===== src/rtl/mux_cfg_loader.sv =====
// mux_cfg_loader: serial configuration loader for the CPLD select network.
// Configuration bits shift LSB-first into a shadow register. The live dualmux
// msel and mux select outputs update together, and only after a complete and
// valid load. Partial, aborted or corrupt loads never reach the routing.
//
// Optional feature, selected by the macro MUX_CFG_PARITY_EN:
//   defined   - one even-parity bit follows the W data bits. A parity
//               mismatch drops the load and sets err.
//   undefined - no parity state is built and err is tied low.
module mux_cfg_loader #(
  parameter int N_MSEL = 8,
  parameter int N_MUX  = 8
) (
  input  logic              clk,
  input  logic              reset,
  input  logic              start,
  input  logic              abort,
  input  logic              bit_in,
  input  logic              bit_valid,
  output logic              bit_ready,
  output logic [N_MSEL-1:0] msel,
  output logic [N_MUX-1:0]  muxsel,
  output logic              busy,
  output logic              done,
  output logic              err
);

  // Total bits per load. This is derived from the two widths, so it cannot be overridden.
  localparam int W  = N_MSEL + N_MUX;
  localparam int CW = $clog2(W + 1);

`ifdef MUX_CFG_PARITY_EN
  typedef enum logic [1:0] {
    S_IDLE   = 2'd0,
    S_SHIFT  = 2'd1,
    S_PARITY = 2'd2,
    S_COMMIT = 2'd3
  } state_t;
`else
  typedef enum logic [1:0] {
    S_IDLE   = 2'd0,
    S_SHIFT  = 2'd1,
    S_COMMIT = 2'd3
  } state_t;
`endif

  state_t            state_q;
  logic [CW-1:0]     count_q;
  logic [W-1:0]      shadow_q;
  logic [N_MSEL-1:0] msel_q;
  logic [N_MUX-1:0]  muxsel_q;
  logic              bit_ready_q;
  logic              busy_q;
  logic              done_q;
`ifdef MUX_CFG_PARITY_EN
  logic              err_q;
`endif

  // A bit moves only when both sides agree in the same cycle.
  logic accept;
  assign accept = bit_valid & bit_ready_q;

  // Load sequencer. All outputs come from registers, so the routing never sees a glitch.
  always_ff @(posedge clk) begin
    if (reset) begin
      // NOTE: the shadow register and the live selects are ordinary flops,
      // not a RAM. Clearing them on reset means a reset during a load
      // leaves no stale routing behind.
      state_q     <= S_IDLE;
      count_q     <= '0;
      shadow_q    <= '0;
      msel_q      <= '0;
      muxsel_q    <= '0;
      bit_ready_q <= 1'b0;
      busy_q      <= 1'b0;
      done_q      <= 1'b0;
`ifdef MUX_CFG_PARITY_EN
      err_q       <= 1'b0;
`endif
    end else begin
      // NOTE: non-blocking assignments only. Every branch below reads the
      // values from before the edge, which keeps the FSM order-independent.
      // done is a single-cycle pulse, so it is low unless COMMIT raises it.
      done_q <= 1'b0;

      case (state_q)
        S_IDLE: begin
          // start wins over abort here, because abort is not looked at in IDLE.
          if (start) begin
            state_q     <= S_SHIFT;
            count_q     <= '0;
            bit_ready_q <= 1'b1;
            busy_q      <= 1'b1;
`ifdef MUX_CFG_PARITY_EN
            err_q       <= 1'b0;
`endif
          end
        end

        S_SHIFT: begin
          if (abort) begin
            // abort beats a bit accepted in the same cycle.
            state_q     <= S_IDLE;
            bit_ready_q <= 1'b0;
            busy_q      <= 1'b0;
          end else if (accept) begin
            for (int i = 0; i < W; i++) begin
              if (count_q == CW'(i)) shadow_q[i] <= bit_in;
            end
            count_q <= count_q + 1'b1;
            if (count_q == CW'(W - 1)) begin
`ifdef MUX_CFG_PARITY_EN
              state_q     <= S_PARITY;
`else
              state_q     <= S_COMMIT;
              bit_ready_q <= 1'b0;
`endif
            end
          end
        end

`ifdef MUX_CFG_PARITY_EN
        S_PARITY: begin
          if (abort) begin
            state_q     <= S_IDLE;
            bit_ready_q <= 1'b0;
            busy_q      <= 1'b0;
          end else if (accept) begin
            bit_ready_q <= 1'b0;
            // Even parity: the XOR of all W data bits and the parity bit must be 0.
            if ((^shadow_q) ^ bit_in) begin
              state_q <= S_IDLE;
              busy_q  <= 1'b0;
              err_q   <= 1'b1;
            end else begin
              state_q <= S_COMMIT;
            end
          end
        end
`endif

        S_COMMIT: begin
          // Both select groups update on the same edge, so the live routing changes atomically.
          msel_q   <= shadow_q[N_MSEL-1:0];
          muxsel_q <= shadow_q[W-1:N_MSEL];
          done_q   <= 1'b1;
          busy_q   <= 1'b0;
          state_q  <= S_IDLE;
        end

        default: begin
          state_q     <= S_IDLE;
          bit_ready_q <= 1'b0;
          busy_q      <= 1'b0;
        end
      endcase
    end
  end

  assign bit_ready = bit_ready_q;
  assign msel      = msel_q;
  assign muxsel    = muxsel_q;
  assign busy      = busy_q;
  assign done      = done_q;
`ifdef MUX_CFG_PARITY_EN
  assign err       = err_q;
`else
  assign err       = 1'b0;
`endif

endmodule


===== config.mk =====
export PLATFORM = sky130hd
export DESIGN_NAME = mux_cfg_loader
export DESIGN_NICKNAME = d
export VERILOG_FILES = /design/src/rtl/mux_cfg_loader.sv
export SDC_FILE = /design/constraint.sdc
export NUM_CORES = 1
export LEC_CHECK = 0
export ABC_CLOCK_PERIOD_IN_PS = 3400
export BUFFER_PORTS_ARGS = -buffer_cell sky130_fd_sc_hd__buf_2
export CORE_MARGIN = 3
export CORE_UTILIZATION = 60
export CTS_BUF_LIST = sky130_fd_sc_hd__clkbuf_16
export CTS_CLUSTER_DIAMETER = 200
export DETAILED_ROUTE_END_ITERATION = 6
export PLACE_DENSITY = 0.91
export SLEW_MARGIN = 5
export SYNTH_ARGS = -nofsm -noshare
export SYNTH_HDL_FRONTEND = slang
export SYNTH_SLANG_ARGS = --single-unit

===== constraint.sdc =====
create_clock -name clk -period 3.4 [get_ports clk]
set_clock_uncertainty 0.05 [all_clocks]
set_input_delay 0 -clock clk [delete_from_list [all_inputs] [get_ports clk]]
set_output_delay 0 -clock clk [all_outputs]
set_load 0.02 [all_outputs]

Yosys cells after proc, flatten, opt, wreduce, memory -nomap -nowiden
Index checks and enable logic that the tools add are counted.

operators by class
  reduce and logical (&&, ||, !) cells = 23
  equality and inequality tests = 23
  muxes and demuxes = 17
  add/sub/neg operators = 1
  bitwise gates (word level) = 3

operator list
  operator                                                               count
  4-bit AND reduction                                                    18
  5-bit by 4-bit equality test with 1-bit output, second input constant  8
  5-bit by 3-bit equality test with 1-bit output, second input constant  4
  5-bit 2-to-1 mux                                                       3
  5-bit by 2-bit equality test with 1-bit output, second input constant  2
  5-bit case mux with 2 select lines                                     1
  2-bit 2-to-1 mux                                                       4
  2-bit inequality test, second input constant                           4
  1-bit 2-to-1 mux                                                       6
  3-bit inequality test, second input constant                           2
  5-bit by 1-bit adder with 5-bit output, second input constant          1
  5-bit by 1-bit equality test with 1-bit output, second input constant  1
  5-bit logical NOT                                                      1
  2-bit case mux with 2 select lines                                     1
  1-bit case mux with 3 select lines                                     1
  3-bit AND reduction                                                    1
  2-bit by 1-bit equality test with 1-bit output, second input constant  1
  2-bit equality test, second input constant                             1
  2-bit logical NOT                                                      1
  1-bit inverter                                                         2
  1-bit case mux with 2 select lines                                     1
  2-bit AND reduction                                                    1
  2-bit nonzero test                                                     1
  1-bit bitwise AND                                                      1

storage, ports and cells
  input bits = 6
  flip-flop bits (word level) = 42
  logic and storage cells = 90
  output and inout port bits = 20

Longest topological paths before layout
Gate-level depths: netlist of the first run.

  word-level depth = 5
  gate-level depth with buffers = 6
  depth with buffers taken out = 6

Least setup slack after synthesis of the first run
No wires, ideal clock.

  kind = register to register
  from = register count_q[2]
  to = register count_q[4]
  period minus slack after synthesis = 1.506 ns
  data required time = 3.258 ns
  slack = 1.894 ns
  data arrival time = 1.364 ns
  path buffers = 1
  stages on the path, launching flop included = 6
  library setup time = 0.092 ns
  cell sequence = dfxtp_1 clkbuf_1 and3_1 ha_1 or2_2 o32ai_1

between the ends
  longest elaborated chain between the ends = 4

RTL lines
  item                                    line  RTL
  start, declared                         48    logic [CW-1:0] count_q;
  start signal, assigned                  110   count_q <= count_q + 1'b1;
  5-bit by 1-bit adder with 5-bit output  110
  5-bit 2-to-1 mux                        106   end else if (accept) begin
  5-bit 2-to-1 mux                        101   if (abort) begin
  5-bit case mux with 2 select lines      86    case (state_q)

Every way passes these cells. The select of a mux whose other input is x is not followed.
A chain may end at the register's enable or synchronous reset.

Worst setup path after layout of the first run
  from = register bit_ready_q (netlist: bit_ready)
  to = register shadow_q[2]

between the ends
  longest elaborated chain between the ends = 2

RTL lines
  item                                  line  RTL
  start, declared                       52    logic bit_ready_q;
  start signal, assigned                74    bit_ready_q <= 1'b0;
  start signal, assigned                92    bit_ready_q <= 1'b1;
  start signal, assigned                104   bit_ready_q <= 1'b0;
  1-bit bitwise AND                     61    assign accept = bit_valid & bit_ready_q;
  4-bit AND reduction (no source line)  --
  end signal, assigned by index         108   if (count_q == CW'(i)) shadow_q[i] <= bit_in;
  end, declared                         49    logic [W-1:0] shadow_q;

Every way passes these cells.

==> impl_metrics.py, run 1 <==
metrics = {
    "clock_tree": {
        "cts_inserted_buffers": 5,
        "cts_sinks": 42,
        "cts.path.max_buffers": 2,
        "cts_tree": "built",
        "cts.repair.resized": 0,
        "cts_setup_buffers": 0,
        "path_clk_slew_ps": 60,
        "ctsHtreeMaxLevel": 2,
        "worstSkewPairLatency_ps": 280,
        "cts_hold_repair.buffers": 0,
        "root_buffer": "clkbuf_16",
    },
    "detailed_routing": {
        "top_layer": "met4",
        "wl_met3_um": 180,
        "viasPerCell": 5.594,
        "drt_iter0_drc": 82,
        "drc": 0,
        "via_count": 1488,
        "ant_nets": 0,
        "routed_wirelength_um": 3706,
        "wl_met1_um": 1656,
        "drtPass1Iterations": 4,
        "wl_met2_um": 1793,
        "avgRoutedWirePerCell_um": 13.93,
    },
    "synthesis": {
        "async_flop_share_pct": 0,
        "synth-edff-count": 0,
        "synthFlopType": "dfxtp_1",
        "syn_inst": 209,
        "synth_cell_types": 36,
        "yosys_register_bits": 42,
        "syn_area_um2": 1879,
        "synth.yosys.seq_area_share_pct": 44.74,
        "yosysWarnings": 0,
        "avgSynthCellArea_um2": 8.992,
        "synth_fp_nets": 220,
    },
    "setup_path": {
        "path_class": "reg -> reg",
        "worstPathCellList": "nor2b_1 -> nand3_1 -> mux2i_1",
        "crit_required_ps": 3480,
        "cp_slowest_cell": "dfxtp_1",
        "crit_buf_inv": 0,
        "max_stage_delay_ps": 580,
        "worstPathArrival_ps": 1690,
        "end_kind": "register",
        "startpoint_type": "register",
        "cp_top_family": "simple AND/OR/NAND/NOR gates",
        "crit_path_max_fanout": 13,
    },
    "flow_run": {
        "cap_violations": 0,
    },
    "finish": {
        "nets": 234,
        "regArea_um2": 840.8,
        "drive_above_1_share_pct": 16.07,
        "diodes": 0,
        "fillerInstances": 214,
        "multiInputGateArea_um2": 928.4,
        "area_delta_synth_final_pct": 12.05,
    },
    "placement": {
        "numPortBuffers": 24,
        "hpwl_um": 2337,
        "routabilityCongestion": 0.8358,
    },
    "global_route": {
        "track_usage_pct": 21.19,
        "antenna_found_initial": 0,
        "grt_overflow_total": 0,
        "grt_pass1_wl_um": 5816,
        "grt_pass1_vias": 1335,
        "grt_max_degree": 48,
    },
    "sta": {
        "final.setup.tns_ps": 0,
        "fmax_mhz": 622.5,
        "hold_viol": 0,
        "maxSlewHeadroom_pct": 52.58,
        "fin_crit_sh_pct": 47.25,
        "rsz0062_at_grt": "no",
        "finalCriticalPeriod_ps": 1606,
        "finalSetupViolCount": 0,
        "whs_ps": 21.43,
        "worst_pin_slew_ps": 711.3,
        "report.final.slew_viol_count": 0,
    },
    "worst_hold_path": {
        "hold_path.class": "in -> reg",
    },
    "power_and_ir_drop": {
        "p_leak_nw": 0.9098,
        "ir_worst_vdd_uv": 431.0,
        "power_density_nw_per_um2": 471.5,
    },
    "floorplan": {
        "start_util_pct": 65.33,
        "coreArea_um2": 2877,
        "die_x_um": 61.97,
        "dieArea_um2": 3840,
        "die_h_um": 61.97,
        "core.rowCount": 19,
        "io_pins": 26,
    },
    "outcome": {
        "status": "complete, no violations",
    },
}
[placed cells by master (no fill, tap or decap), drive strengths merged, types with 5 or more instances in the layout]
master and count:
nand2 36, clkbuf 5, ha 5, mux2i 17, dfxtp 42, inv 6, a21oi 18, buf 24
nand2b 20, nand3 10, nand4 7
[power by group]
| group | switching (mW) | internal [mW] | leakage, nW | total (mW) |
|---|---|---|---|---|
| Combinational | 0.0262 | 0.0147 | 0.504 | 0.0409 |
| Sequential | 0.00752 | 0.495 | 0.339 | 0.503 |
| Clock | 0.182 | 0.267 | 0.0672 | 0.449 |
[kinds of logic after synthesis]
logic type | synth area share, %
flops | 44.74
mux | 9.054
simple gates | 27.63
compound gates | 9.189
buf+inv | 5.859
fa+ha+maj | 3.329
other cells | 0.1995
[worst reg2reg max path, delay by kind of cell, from the launching register on]
family	cells	cell delay (ps)
DFF	1	580
muxes	1	160
and+or+nand+nor	2	660
[state kept, by name (all words and copies together) (netlist names)]
signal,flops
msel,8
done,1
count_q,5
bit_ready,1
busy,1
state_q,2
muxsel,8
shadow_q,16
[worst paths after layout]
kind | end | cells after the start | startpoint | slack (ps)
setup / recovery | shadow_q[2]$_SDFFE_PP0P_ | 3 | bit_ready$_SDFFE_PP0P_ | 1790
hold / removal | bit_ready$_SDFFE_PP0P_ | 3 | start | 20
setup reg to reg | shadow_q[2]$_SDFFE_PP0P_ | 3 | bit_ready$_SDFFE_PP0P_ | 1790
hold reg to reg | muxsel[6]$_SDFFE_PP0N_ | 2 | muxsel[6]$_SDFFE_PP0N_ | 400
[layer usage]
| layer | GRT usage [%] | up-vias |
|---|---|---|
| met5 | 0 | - |
| met4 | 8.485 | 0 |
| met3 | 9.091 | 11 |
| met2 | 32.25 | 42 |
| met1 | 26.38 | 696 |
| li1 | - | 739 |
[layout make-up]
class / count / share of cell area [%]
repair buffers: 24 / 5.704
inverters: 6 / 1.070
flip-flops and latches: 42 / 39.93
clock inverters: 3 / 0.7724
clock buffers: 5 / 5.942
multi-input cells: 144 / 44.09
well taps: 42 / 2.496
[through the flow]
step	instance area [µm²]	total power [mW]	instances	utilization, %	setup WS [ps]
CTS	2106	0.9979	266	73.21	1823
global route	2106	1.024	266	73.21	1652
finish	2106	0.9928	266	73.21	1794
global placement	1964	0.5530	258	68.29	1859
floorplan	1879	0.5454	209	-	1894
detailed placement	1964	0.5534	258	68.29	1849
[Yosys cell counts (3+ instances only)]
library cell / instances / area share (%)
dfxtp_1: 42 / 45
nand2_1: 36 / 7.2
nand2b_1: 20 / 6.7
a21oi_1: 18 / 4.8
mux2i_1: 17 / 9.1
nand3_1: 10 / 2.7
clkbuf_1: 7 / 1.4
nand4_1: 7 / 2.3
buf_2: 6 / 1.6
inv_1: 6 / 1.2
ha_1: 5 / 3.3
nor2_1: 4 / 0.80
o32ai_1: 3 / 1.4
No activity file was read; power rests on OpenSTA's default activity.
==> run 2, diff against run 1 <==
- ABC_CLOCK_PERIOD_IN_PS: 3400 -> 1600
- CORE_UTILIZATION: 60 -> 56
- PLACE_DENSITY: 0.91 -> 0.86
- clock period: 3.4 -> 1.6 ns (I/O delays scaled with it)
==> run 2 against run 1 <==
Non-clock buffer count is 8 higher. Sequential share of layout area is 1.2 points lower. Die area is 6.4% higher.
==> impl_metrics.py, run 2 (synthesized netlist as in run 1, its figures left out) <==
metrics = {
    "sta": {
        "hold_viol": 0,
        "fin_crit_sh_pct": 98.03,
        "finalCriticalPeriod_ps": 1568,
        "finalSetupViolCount": 0,
        "fmax_mhz": 637.6,
        "report.final.slew_viol_count": 0,
        "rsz0062_at_grt": "no",
        "whs_ps": 22.58,
        "final.setup.tns_ps": 0,
    },
    "clock_tree": {
        "root_buffer": "clkbuf_16",
        "ctsHtreeMaxLevel": 2,
        "cts_tree": "built",
        "cts_sinks": 42,
        "worstSkewPairLatency_ps": 280,
        "cts.path.max_buffers": 2,
        "path_clk_slew_ps": 60,
        "cts_inserted_buffers": 5,
    },
    "global_route": {
        "use_met1_pct": 22.05,
        "grt_pass1_wl_um": 5920,
        "grt_max_degree": 36,
        "use_met2_pct": 31.23,
        "antenna_found_initial": 0,
        "track_usage_pct": 18.30,
        "grt_pass1_vias": 1312,
        "grt_overflow_total": 0,
        "use_met3_pct": 6.327,
        "grt-busiest-layer": "met2",
    },
    "finish": {
        "final_common_cell": "dfxtp_1",
        "final_cell_area_um2": 2173,
        "area_delta_synth_final_pct": 15.65,
        "finish.utilization_pct": 69.48,
        "largest_register_ffs": 16,
        "diodes": 0,
        "nets": 242,
        "largest-register": "shadow_q",
        "fillerInstances": 232,
        "stdcell_count": 276,
        "layout_common_cells": "dfxtp_1, nand2_1, buf_2",
        "regArea_um2": 842.1,
        "multiInputGateArea_um2": 928.4,
        "drive_above_1_share_pct": 18.97,
    },
    "power_and_ir_drop": {
        "power_density_nw_per_um2": 978.1,
        "p_sw_share_pct": 21.69,
        "p_comb_share_pct": 4.7,
        "p_int_mw": 1.665,
        "switchingPower_mw": 0.4611,
        "p_leak_nw": 0.9568,
        "ir_worst_vdd_uv": 644.1,
        "clkPwrFrac_pct": 45.1,
        "seqPwrFrac_pct": 50.1,
    },
    "detailed_routing": {
        "routed_wirelength_um": 3555,
        "drtPass1Iterations": 5,
        "drt_iter0_drc": 81,
        "ant_nets": 0,
        "viasPerCell": 5.370,
        "avgRoutedWirePerCell_um": 12.88,
        "via_count": 1482,
        "drc": 0,
    },
    "setup_path": {
        "end_kind": "register",
        "worstPathArrival_ps": 1700,
        "path_class": "reg -> reg",
        "crit_required_ps": 1730,
        "startpoint_type": "register",
        "crit_path_max_fanout": 5,
    },
    "floorplan": {
        "die_h_um": 63.93,
        "die_x_um": 63.93,
        "core.rowCount": 20,
        "dieArea_um2": 4087,
        "start_util_pct": 60.08,
        "io_pins": 26,
        "coreArea_um2": 3128,
    },
    "placement": {
        "dpl_cell_area_um2": 2019,
        "numPortBuffers": 24,
        "hpwl_um": 2435,
        "dp_cells": 267,
        "routabilityCongestion": 0.8220,
    },
    "worst_hold_path": {
        "hold_path.class": "in -> reg",
    },
    "flow_run": {
        "cap_violations": 0,
    },
    "outcome": {
        "status": "complete, no violations",
    },
}
run 2: worst max-delay path: stages, from the launching register on:
cell and delay (ps):
dfxtp_2 340, ha_1 210, and3_1 200, ha_1 260
or2_2 300, o32ai_1 110
run 2: worst paths after layout:
path	from	cells past startpoint	slack (ps)	end
worst min-delay path	start	3	20	bit_ready$_SDFFE_PP0P_
worst min register to register	msel[1]$_SDFFE_PP0N_	2	400	msel[1]$_SDFFE_PP0N_
worst max register to register	count_q[0]$_SDFFE_PP0P_	5	30	count_q[4]$_SDFFE_PP0P_
worst max-delay path	count_q[0]$_SDFFE_PP0P_	5	30	count_q[4]$_SDFFE_PP0P_
run 2: repair_timing:
action	CTS	global route
gates resized for setup	0	1
hold endpoints to repair	2	0
endpoints found under the setup margin	0	2
hold buffers	1	0
setup buffers	0	0
run 2: per-stage QoR:
stage	setup slack, ps	total power, mW
floorplan	94.02	1.159
global placement	108.6	1.185
detailed placement	62.81	1.186
CTS	18.02	2.138
global route	16.03	2.196
finish	31.52	2.126
run 2: per-layer routing:
| layer | wire, µm | part of all wire (%) | up-vias |
|---|---|---|---|
| li1 | - | - | 758 |
| met1 | 1591 | 45 | 684 |
| met2 | 1782 | 50 | 38 |
| met3 | 166 | 4.7 | 2 |
| met4 | 16 | 0.45 | 0 |
| met5 | 0 | 0 | - |
run 2: layout make-up:
| class | instances | area share [%] |
|---|---|---|
| clock buffer | 5 | 5.757 |
| clock inverter | 3 | 0.8060 |
| inverter | 6 | 1.036 |
| multi-input combinational | 144 | 42.72 |
| sequential | 42 | 38.75 |
| tap | 44 | 2.533 |
| timing repair buffer | 32 | 8.405 |
run 2: power by group through the flow:
| stage | Clock, mW | Combinational, mW | Sequential, mW |
|---|---|---|---|
| final | 0.960 | 0.101 | 1.07 |
| after global routing | 1.02 | 0.109 | 1.07 |
| after CTS | 0.972 | 0.0999 | 1.07 |
| after detailed placement | 0 | 0.0979 | 1.09 |
| after global placement | 0 | 0.0969 | 1.09 |
| after floorplan | 0 | 0.0713 | 1.09 |
==> run 3, diff against run 2 <==
- MAX_ROUTING_LAYER: not set -> met4
==> run 3 against run 2 <==
Clock power about the same. Clock-buffer cell count unchanged. Via count down 0.20%. Non-clock buffer count unchanged. Power about the same. Routed wire length down 0.11%. Combinational power about the same. Critical path type unchanged. Critical endpoint unchanged.
==> impl_metrics.py, run 3 (synthesized netlist as in run 1, its figures left out) <==
metrics = {
    "outcome": {
        "status": "complete, no violations",
    },
    "floorplan": {
        "core.rowCount": 20,
        "io_pins": 26,
        "die_x_um": 63.93,
        "die_h_um": 63.93,
        "start_util_pct": 60.08,
        "coreArea_um2": 3128,
        "dieArea_um2": 4087,
    },
    "clock_tree": {
        "path_clk_slew_ps": 60,
        "cts_setup_buffers": 0,
        "root_buffer": "clkbuf_16",
        "cts_tree": "built",
        "ctsHtreeMaxLevel": 2,
        "cts_inserted_buffers": 5,
        "worstSkewPairLatency_ps": 280,
        "cts.path.max_buffers": 2,
        "cts_sinks": 42,
    },
    "finish": {
        "layout_common_cells": "dfxtp_1, nand2_1, buf_2",
        "largest_register_ffs": 16,
        "area_delta_synth_final_pct": 15.65,
        "final_common_cell": "dfxtp_1",
        "fillerInstances": 232,
        "diodes": 0,
        "nets": 242,
        "drive_above_1_share_pct": 18.97,
        "largest-register": "shadow_q",
        "final_cell_area_um2": 2173,
    },
    "power_and_ir_drop": {
        "switchingPower_mw": 0.4612,
        "p_comb_share_pct": 4.7,
        "clkPwrFrac_pct": 45.1,
        "p_int_mw": 1.665,
        "p_leak_nw": 0.9568,
        "seqPwrFrac_pct": 50.1,
        "p_sw_share_pct": 21.69,
        "power_mw": 2.126,
        "ir_worst_vdd_uv": 644.0,
        "power_density_nw_per_um2": 978.2,
    },
    "detailed_routing": {
        "avgRoutedWirePerCell_um": 12.87,
        "viasPerCell": 5.359,
        "ant_nets": 0,
        "drc": 0,
        "drt_iter0_drc": 83,
        "drtPass1Iterations": 5,
        "routed_wirelength_um": 3551,
        "via_count": 1479,
    },
    "placement": {
        "dpl_cell_area_um2": 2019,
        "hpwl_um": 2435,
        "routabilityCongestion": 0.8343,
        "numPortBuffers": 24,
    },
    "sta": {
        "final.setup.tns_ps": 0,
        "finalSetupViolCount": 0,
        "finalCriticalPeriod_ps": 1568,
        "hold_viol": 0,
        "rsz0062_at_grt": "no",
        "fin_crit_sh_pct": 98.03,
        "report.final.slew_viol_count": 0,
        "fmax_mhz": 637.6,
    },
    "flow_run": {
        "cap_violations": 0,
    },
    "setup_path": {
        "crit_path_max_fanout": 5,
        "path_class": "reg -> reg",
        "worstPathCellList": "ha_1 -> and3_1 -> ha_1 -> or2_2 -> o32ai_1",
        "end_kind": "register",
        "crit_top_cell": "ha_1",
        "startpoint_type": "register",
        "max_stage_delay_ps": 340,
        "crit_required_ps": 1730,
        "cp_slowest_cell": "dfxtp_2",
        "worstPathArrival_ps": 1700,
    },
    "global_route": {
        "grt_overflow_total": 0,
        "track_usage_pct": 18.80,
        "grt_pass1_wl_um": 5927,
        "antenna_found_initial": 0,
        "grt_pass1_vias": 1311,
        "grt_max_degree": 36,
    },
    "worst_hold_path": {
        "hold_path.class": "in -> reg",
    },
}
-- run 3: routing by layer --
layer | part of all wire [%] | vias to the layer above | track usage, %
met5 | 0 | - | -
met4 | 0.87 | 0 | 4.043
met3 | 5.3 | 4 | 6.327
met2 | 49 | 44 | 31.23
met1 | 44 | 673 | 22.05
li1 | - | 758 | -
-- run 3: area by class of cell --
class                   instances  area (µm²)  share of cell area [%]
multi-input cells             144       928.4                   42.72
well taps                      44       55.05                   2.533
inverters                       6       22.52                   1.036
repair buffers                 32       182.7                   8.405
clock inverters                 3       17.52                  0.8060
flip-flops and latches         42       842.1                   38.75
clock buffers                   5       125.1                   5.757
-- run 3: what timing repair did --
| item | CTS | global route |
|---|---|---|
| hold buffers | 1 | 0 |
| hold endpoints to repair | 2 | 0 |
| resized for setup | 0 | 1 |
| setup endpoints to repair | 0 | 2 |
-- run 3: power by group through the flow --
| stage | sequential, mW | combinational (mW) | clock, mW |
|---|---|---|---|
| global route | 1.07 | 0.109 | 1.02 |
| detailed placement | 1.09 | 0.0979 | 0 |
| global placement | 1.09 | 0.0969 | 0 |
| CTS | 1.07 | 0.0999 | 0.972 |
| floorplan | 1.09 | 0.0713 | 0 |
| finish | 1.07 | 0.101 | 0.960 |
-- run 3: metrics by stage --
step                      hold WS (ps)  util, %  std cells  setup slack (ps)
after floorplan                  135.4        -        209             94.02
after global placement           270.9    64.56        267             108.6
after detailed placement         279.7    64.56        267             62.81
after CTS                        19.09    69.44        276             18.02
after global routing             54.05    69.48        276             16.03
final                            23.16    69.48        276             31.52
-- run 3: critical path, delay by kind of cell, from the launching register on --
| kind | cells | cell delay (ps) |
|---|---|---|
| AND/OR/NAND/NOR | 2 | 500 |
| AO/OA/AOI/OAI | 1 | 110 |
| flip-flops | 1 | 340 |
| adder cells (fa/ha/maj) | 2 | 470 |
-- run 3: worst paths after layout --
check,start,end,slack [ps],cells past startpoint
worst min-delay path,start,bit_ready$_SDFFE_PP0P_,20,3
worst min register to register,msel[1]$_SDFFE_PP0N_,msel[1]$_SDFFE_PP0N_,400,2
worst max register to register,count_q[0]$_SDFFE_PP0P_,count_q[4]$_SDFFE_PP0P_,30,5
worst max-delay path,count_q[0]$_SDFFE_PP0P_,count_q[4]$_SDFFE_PP0P_,30,5
